===== config.mk =====
export PLATFORM = sky130hd
export DESIGN_NAME = wb_arbiter
export DESIGN_NICKNAME = d
export VERILOG_FILES = /design/src/rtl/wb_arbiter_pkg.sv /design/src/rtl/wb_queue.sv /design/src/rtl/wb_arbiter.sv
export SDC_FILE = /design/constraint.sdc
export NUM_CORES = 1
export LEC_CHECK = 0
export ABC_AREA = 1
export CORE_MARGIN = 2
export CORE_UTILIZATION = 25
export DETAILED_ROUTE_END_ITERATION = 8
export SYNTH_ARGS = -nofsm -noshare
export SYNTH_HDL_FRONTEND = slang
export SYNTH_SLANG_ARGS = --single-unit

===== constraint.sdc =====
create_clock -name clk -period 3.85 [get_ports clk]
set_input_delay 0.77 -clock clk [delete_from_list [all_inputs] [get_ports clk]]
set_output_delay 0.77 -clock clk [all_outputs]
set_load 0.02 [all_outputs]

===== src/rtl/wb_arbiter_pkg.sv =====
// rtl/wb_arbiter_pkg.sv - shared CPU writeback widths and request struct
package wb_arbiter_pkg;

   localparam int REG_ADDR_W = 5;
   localparam int XLEN       = 32;

   typedef struct packed {
      logic                  valid;
      logic [REG_ADDR_W-1:0] rd;
      logic [XLEN-1:0]       data;
   } wb_req_t;

endpackage


===== src/rtl/wb_queue.sv =====
// rtl/wb_queue.sv - in-order result FIFO with per-entry live bits and rd-match kill
module wb_queue
   import wb_arbiter_pkg::*;
#(
   parameter int DEPTH = 2
) (
   input  logic                  clk,
   input  logic                  rst_n,
   input  logic                  push,
   input  logic [REG_ADDR_W-1:0] push_rd,
   input  logic [XLEN-1:0]       push_data,
   input  logic                  pop,
   input  logic                  kill,
   input  logic [REG_ADDR_W-1:0] kill_rd,
   output logic [REG_ADDR_W-1:0] head_rd,
   output logic [XLEN-1:0]       head_data,
   output logic                  head_live,
   output logic [$clog2(DEPTH):0] count
);

   localparam int PW = (DEPTH > 1) ? $clog2(DEPTH) : 1;

   logic [REG_ADDR_W-1:0] rd_q   [DEPTH];
   logic [XLEN-1:0]       data_q [DEPTH];
   logic [DEPTH-1:0]      live_q;
   logic [PW-1:0]         head, tail;

   function automatic logic [PW-1:0] nxt(input logic [PW-1:0] p);
      return (p == PW'(DEPTH - 1)) ? '0 : p + 1'b1;
   endfunction

   assign head_rd   = rd_q[head];
   assign head_data = data_q[head];
   assign head_live = live_q[head];

   always_ff @(posedge clk or negedge rst_n) begin
      if (!rst_n) begin
         head   <= '0;
         tail   <= '0;
         count  <= '0;
         live_q <= '0;
         for (int i = 0; i < DEPTH; i++) begin
            rd_q[i]   <= '0;
            data_q[i] <= '0;
         end
      end else begin
         for (int i = 0; i < DEPTH; i++) begin
            if (kill && live_q[i] && rd_q[i] == kill_rd)
               live_q[i] <= 1'b0;
         end
         if (pop) begin
            live_q[head] <= 1'b0;
            head         <= nxt(head);
         end
         // A same-cycle kill also covers the entry being written now
         if (push) begin
            rd_q[tail]   <= push_rd;
            data_q[tail] <= push_data;
            live_q[tail] <= !(kill && push_rd == kill_rd);
            tail         <= nxt(tail);
         end
         case ({push, pop})
            2'b10:   count <= count + 1'b1;
            2'b01:   count <= count - 1'b1;
            default: count <= count;
         endcase
      end
   end

endmodule


===== src/rtl/wb_arbiter.sv =====
// rtl/wb_arbiter.sv - register file writeback arbiter for pipeline and long-latency results
module wb_arbiter
   import wb_arbiter_pkg::*;
#(
   parameter int DEPTH = 2
) (
   input  logic                   clk,
   input  logic                   rst_n,
   input  logic                   pipe_valid,
   input  logic [4:0]             pipe_rd,
   input  logic [31:0]            pipe_data,
   input  logic                   lu_valid,
   input  logic [4:0]             lu_rd,
   input  logic [31:0]            lu_data,
   output logic                   lu_ready,
   output logic                   regwrite,
   output logic [4:0]             writereg,
   output logic [31:0]            writedata,
   output logic                   wb_stall_req,
   output logic [$clog2(DEPTH):0] q_count
);

   localparam int CW = $clog2(DEPTH) + 1;

   logic                  lu_xfer, q_empty, q_pop, q_push, bypass, kill;
   logic [REG_ADDR_W-1:0] head_rd;
   logic [XLEN-1:0]       head_data;
   logic                  head_live;
   wb_req_t               sel;

   assign lu_ready     = (q_count < CW'(DEPTH));
   assign wb_stall_req = (q_count == CW'(DEPTH));
   assign q_empty      = (q_count == '0);
   assign lu_xfer      = lu_valid && lu_ready;

   // The pipeline never stalls, so it always owns the write port when valid
   assign q_pop  = !pipe_valid && !q_empty;
   assign bypass = !pipe_valid && q_empty && lu_xfer;
   assign q_push = lu_xfer && !bypass;
   assign kill   = pipe_valid && pipe_rd != '0;

   always_comb begin
      sel = '0;
      if (pipe_valid) begin
         sel.valid = 1'b1;
         sel.rd    = pipe_rd;
         sel.data  = pipe_data;
      end else if (q_pop) begin
         sel.valid = head_live;
         sel.rd    = head_rd;
         sel.data  = head_data;
      end else if (bypass) begin
         sel.valid = 1'b1;
         sel.rd    = lu_rd;
         sel.data  = lu_data;
      end
      if (sel.rd == '0)
         sel.valid = 1'b0;
   end

   wb_queue #(.DEPTH(DEPTH)) u_queue (
      .clk       (clk),
      .rst_n     (rst_n),
      .push      (q_push),
      .push_rd   (lu_rd),
      .push_data (lu_data),
      .pop       (q_pop),
      .kill      (kill),
      .kill_rd   (pipe_rd),
      .head_rd   (head_rd),
      .head_data (head_data),
      .head_live (head_live),
      .count     (q_count)
   );

   always_ff @(posedge clk or negedge rst_n) begin
      if (!rst_n) begin
         regwrite  <= 1'b0;
         writereg  <= '0;
         writedata <= '0;
      end else begin
         regwrite <= sel.valid;
         if (sel.valid) begin
            writereg  <= sel.rd;
            writedata <= sel.data;
         end
      end
   end

endmodule


* Yosys cells after proc, flatten, opt, wreduce, memory -nomap -nowiden
Cells that the tools add are included.
** Operators by class
- Bitwise gates (word level) :: 4
- Reduce and logical (&&, ||, !) cells :: 22
- $lt $le $gt $ge :: 8
- $add $sub $neg :: 4
- Muxes and demuxes :: 30
- Equal/unequal tests :: 6
** Operator list (count)
- 32-bit 2-to-1 mux :: 4
- 38-bit 2-to-1 mux :: 3
- 64-bit bitwise mux :: 1
- 32-bit demux with 1-bit select :: 1
- 5-bit 2-to-1 mux :: 4
- 5-bit == test :: 3
- 1-bit logical AND :: 14
- 10-bit bitwise mux :: 1
- 1-bit 2-to-1 mux :: 9
- 5-bit demux with 1-bit select :: 1
- 5-bit logical NOT :: 1
- 5-bit nonzero test :: 1
- 2-bit == test, second input constant :: 2
- 2-bit greater-or-equal comparator, second input constant :: 2
- 1-bit logical NOT :: 4
- 1-bit by 2-bit less-than comparator with 1-bit output, second input constant :: 2
- 2-bit 2-to-1 mux :: 2
- 1-bit NOT with 2-bit output :: 2
- 2-bit one-hot mux with 2 select lines :: 1
- 1-bit adder, second input constant :: 2
- 2-bit by 1-bit adder with 2-bit output, second input constant :: 1
- 2-bit bitwise AND :: 1
- 2-bit bitwise mux :: 1
- 1-bit demux with 1-bit select :: 2
- 8 further kinds :: 9
** Word-level totals
- Output and inout bits :: 42
- Register bits :: 118
- Bits of input ports :: 78

* Logic depth before layout (Yosys ltp)
- Depth after elaboration :: 9
- Gate-level depth with buffers :: 13
- Mapped depth without buffers :: 10

* Cells and area by module
From an unflattened synthesis, not the netlist that was laid out.
** Unflattened totals
- Cells, all modules :: 833
- Area, all modules :: 6017.0 um^2
** Modules (own cells, without submodules)
- wb_queue :: area each 3751.1 um^2, instances 1, cells an instance 491
- wb_arbiter :: area each 2265.9 um^2, instances 1, cells an instance 342

* Worst setup path before layout
Ideal clock, no wire load.
- Path kind :: input -> register
- From :: input port lu_valid
- To :: register u_queue.data_q[0] (netlist name)
- Buffers on the path :: 2
- Stages :: 5
- Arrival :: 1.855 ns
- Data required time :: 3.725 ns
- Path slack :: 1.870 ns
- Setup time :: 0.125 ns
- Path through :: clkbuf_1 nand3_1 nor2_1 buf_2 mux2_2
** On the way
- Longest elaborated chain between the ends :: 4
** Ends and longest elaborated chain
- from (decl) :: RTL line wb_arbiter.sv:12 : input logic lu_valid,
- 1-bit logical AND (*) :: RTL line wb_arbiter.sv:34 : assign lu_xfer = lu_valid && lu_ready;
- 1-bit logical AND :: RTL line wb_arbiter.sv:38 : assign bypass = !pipe_valid && q_empty && lu_xfer;
- 1-bit logical NOT :: RTL line wb_arbiter.sv:39 : assign q_push = lu_xfer && !bypass;
- 1-bit logical AND (*) :: RTL line wb_arbiter.sv:39
- to (signal, indexed assignment) :: RTL line wb_queue.sv:58 : data_q[tail] <= push_data;
- to (decl) :: RTL line wb_queue.sv:24 : logic [XLEN-1:0] data_q [DEPTH];
Every way passes the cells marked *; elsewhere a longest branch is shown, timed or not.
A chain may end at the register's enable or synchronous reset.

* Worst setup path in the final report
- From :: register u_queue.count[1]
- To :: output port wb_stall_req
** On the way
- Longest elaborated chain between the ends :: 1
** Ends and longest elaborated chain
- from (decl) :: RTL line wb_queue.sv:18 : output logic [$clog2(DEPTH):0] count
- from (signal assigned) :: RTL line wb_queue.sv:63 : 2'b10: count <= count + 1'b1;
- from (signal assigned) :: RTL line wb_queue.sv:64 : 2'b01: count <= count - 1'b1;
- from (signal assigned) :: RTL line wb_queue.sv:65 : default: count <= count;
- 2-bit == test :: RTL line wb_arbiter.sv:32 : assign wb_stall_req = (q_count == CW'(DEPTH));
- to (decl) :: RTL line wb_arbiter.sv:19 : output logic wb_stall_req,
Every way passes these cells.

==> impl_metrics.tcl <==
set metrics [dict create \
    status "finished clean" \
    antenna_found_initial 1 \
    grt_usage_pct 14.6 \
    synth_top_area_share_pct 51.6 \
    worstSetupEndpointType "output pin" \
    cts_tree "done" \
    internal_power_mw 3.68 \
    yosys-top-cells-area "dfrtp_1 (52%), nand2_1 (23%), mux2_2 (5.9%), nand4_1 (4.4%), nand3_1 (3.8%)" \
    ant_nets 0 \
    syn-cell-area_sq_um 5730 \
    worstMarginPinSlew_ns 0.787 \
    skew_ns 0.0111 \
    r2r_cells 9 \
    hold_viol 0 \
    finalSetupViolations 0 \
    insertion_delay_ns 0.42 \
    final_nets 876 \
    final_common_cell "nand2_1" \
    fin_crit_sh_pct 64.8 \
    clockBufferDepth 2 \
    p_per_area_nw_per_um2 765 \
    grt_max_degree 64 \
    fin_total_pwr_mw 5.92 \
    holdBufCountCts 0 \
    ys_seq_elements 118 \
    avgSynthCellArea_sq_um 8.32 \
    die_y_um 155 \
    async_flop_share_pct 100 \
    drc 0 \
    rr_startpoint "u_queue.count[0]" \
    ios 120 \
    grt_pass1_vias 5422 \
    drt_wl_total_mm 16.8 \
    switching_power_mw 2.24 \
    reg2reg_to "writedata[4]" \
    core_area_sq_um 22600 \
    syn_to_final_growth_pct 35.1 \
    start_util_pct 25.4 \
    setup-tns-final_ns 0 \
    drv_cap 0 \
    dp_hpwl_mm 11.0 \
    synth_flop_cell "dfrtp_1" \
    row_count 55 \
    cts_buffers 17 \
    dp_cells 1063 \
    grt_pass1_wl_mm 27.6 \
    fillCellCount 2326 \
    synth-seq-area-share_pct 51.6 \
    wl_per_cell_um 15.3 \
    instances_no_fill 1095 \
    cts.sink_count 118 \
    vias_per_cell 4.54 \
    power.share.sequential_pct 36.9 \
    yosys_warnings 0 \
    synth_enable_flop_cells 0 \
    cp_data_required_time_ns 3.08 \
    diodes 0 \
    cts.clk_slew.worst_paths_ns 0.06 \
    rsz0062_at_grt "no" \
    syn_inst 688 \
    crit_fanout 5 \
    ctsResizeCount 0 \
    drive_gt1_share_pct 11.1 \
    power_leakage_nw 3.57 \
    clockRootBuffer "clkbuf_16" \
    numPortBuffers 119 \
    drv_slew 0 \
    place_congestion 0.862 \
    path_class "flip-flop to output pin" \
    final_cell_mix "nand2_1 (350), dfrtp_1 (118), clkdlybuf4s50_1 (117)" \
    synth_cell_types 27 \
    die_w_um 155 \
    setup.worst_path.start "u_queue.count[1]" \
    synth.net_count 767 \
    cp.arrival_ns 1.73 \
    final.min_clock_period_ns 2.50 \
    fmax_mhz 401 \
    reg2reg_slack_ns 1.63 \
    hp-class "primary input to asynchronous set/reset pin" \
    worst_slew_margin_rel_pct 47.4 \
    vdd_drop_max_mv 0.315 \
    h-tree-depth 4 \
    clkPwrFrac_pct 24.4 \
    die_area_sq_um 24100 \
    synth_area_leader_cell "dfrtp_1" \
    startpoint_type "flip-flop" \
    grt_overflow 0 \
    cts_setup_buffers 0 \
    dr.pass1.iters 5 \
    drtIter0Drc 317 \
    vias 4974 \
    p_comb_share_pct 38.7 \
    p_sw_share_pct 37.9 \
]
[layout make-up]
class	instances	area (sq um)	share of cell area, %
well taps	285	357	4.61
clock inverters	14	104	1.34
clock buffers	18	439	5.68
repair buffers	132	1290	16.7
inverters	12	45.0	0.582
flip-flops and latches	118	2950	38.2
multi-input cells	516	2540	32.9
[layer usage]
| layer | vias up | GRT usage, % | wire, um |
|---|---|---|---|
| li1 | 2436 | - | - |
| met1 | 2365 | 17.8 | 7300 |
| met2 | 138 | 24.1 | 8080 |
| met3 | 35 | 3.90 | 975 |
| met4 | 0 | 7.08 | 443 |
| met5 | - | 0 | 0 |
[Yosys cell counts (2+ instances only)]
cell	number
a21oi_1	2
buf_1	3
nor2_1	10
xnor2_1	7
nand2_1	351
mux2_2	30
nor2_2	2
xor2_1	9
inv_1	9
buf_6	2
mux2_1	6
dfrtp_1	118
clkbuf_1	13
buf_2	19
inv_2	3
nor3_1	3
nand3_1	44
nand4_1	40
buf_4	5
o21ai_0	5
[worst max-delay path, cell delays in order (launching register included)]
cell             delay (ns)
dfrtp_1                0.42
inv_1                  0.16
nor2_1                 0.12
clkdlybuf4s50_1        0.61
[power groups by stage]
| stage | Clock, mW | Sequential [mW] | Combinational (mW) |
|---|---|---|---|
| CTS | 1.48 | 2.19 | 2.32 |
| global placement | 0 | 2.19 | 2.27 |
| detailed placement | 0 | 2.20 | 2.32 |
| finish | 1.44 | 2.19 | 2.29 |
| global route | 1.54 | 2.27 | 2.56 |
| floorplan | 0 | 2.34 | 1.25 |
[logic make-up (layout without fill, tap and decap cells)]
family          Yosys count  count (layout)  synth area share [%]
simple gates            455             455                  33.3
flops                   118             118                  51.6
buf+inv                  54             176                  4.55
mux                      36              36                  7.08
xor+xnor                 16              16                  2.45
compound gates            8               8                 0.808
fa+ha+maj                 1               1                 0.218
[sequential cells by signal, indices dropped and copies added, names as in the netlist]
| register | flops |
|---|---|
| u_queue.count | 2 |
| u_queue.data_q | 64 |
| regwrite | 1 |
| u_queue.rd_q | 10 |
| u_queue.live_q | 2 |
| u_queue.tail | 1 |
| writedata | 32 |
| u_queue.head | 1 |
| writereg | 5 |
[how the worst max path moves through the flow]
stage,endpoint,slack [ns],cells after the start
after global routing,writedata[27],1.14,9
after detailed placement,writedata[4],0.90,9
after global placement,writedata[4],1.02,9
after floorplan,u_queue.data_q[0],1.87,5
final,wb_stall_req,1.35,3
after CTS,wb_stall_req,1.32,3
[stage by stage]
stage | setup slack, ns | util (%) | instance area, sq um | hold WS, ns
after floorplan | 1.87 | - | 5730 | 0.442
after global placement | 1.02 | 31.9 | 7190 | 0.456
after detailed placement | 0.897 | 31.9 | 7190 | 0.460
after CTS | 1.32 | 34.3 | 7740 | 0.443
after global routing | 1.14 | 34.3 | 7740 | 0.477
final | 1.35 | 34.3 | 7740 | 0.423
(Power assumes the default switching activity.)
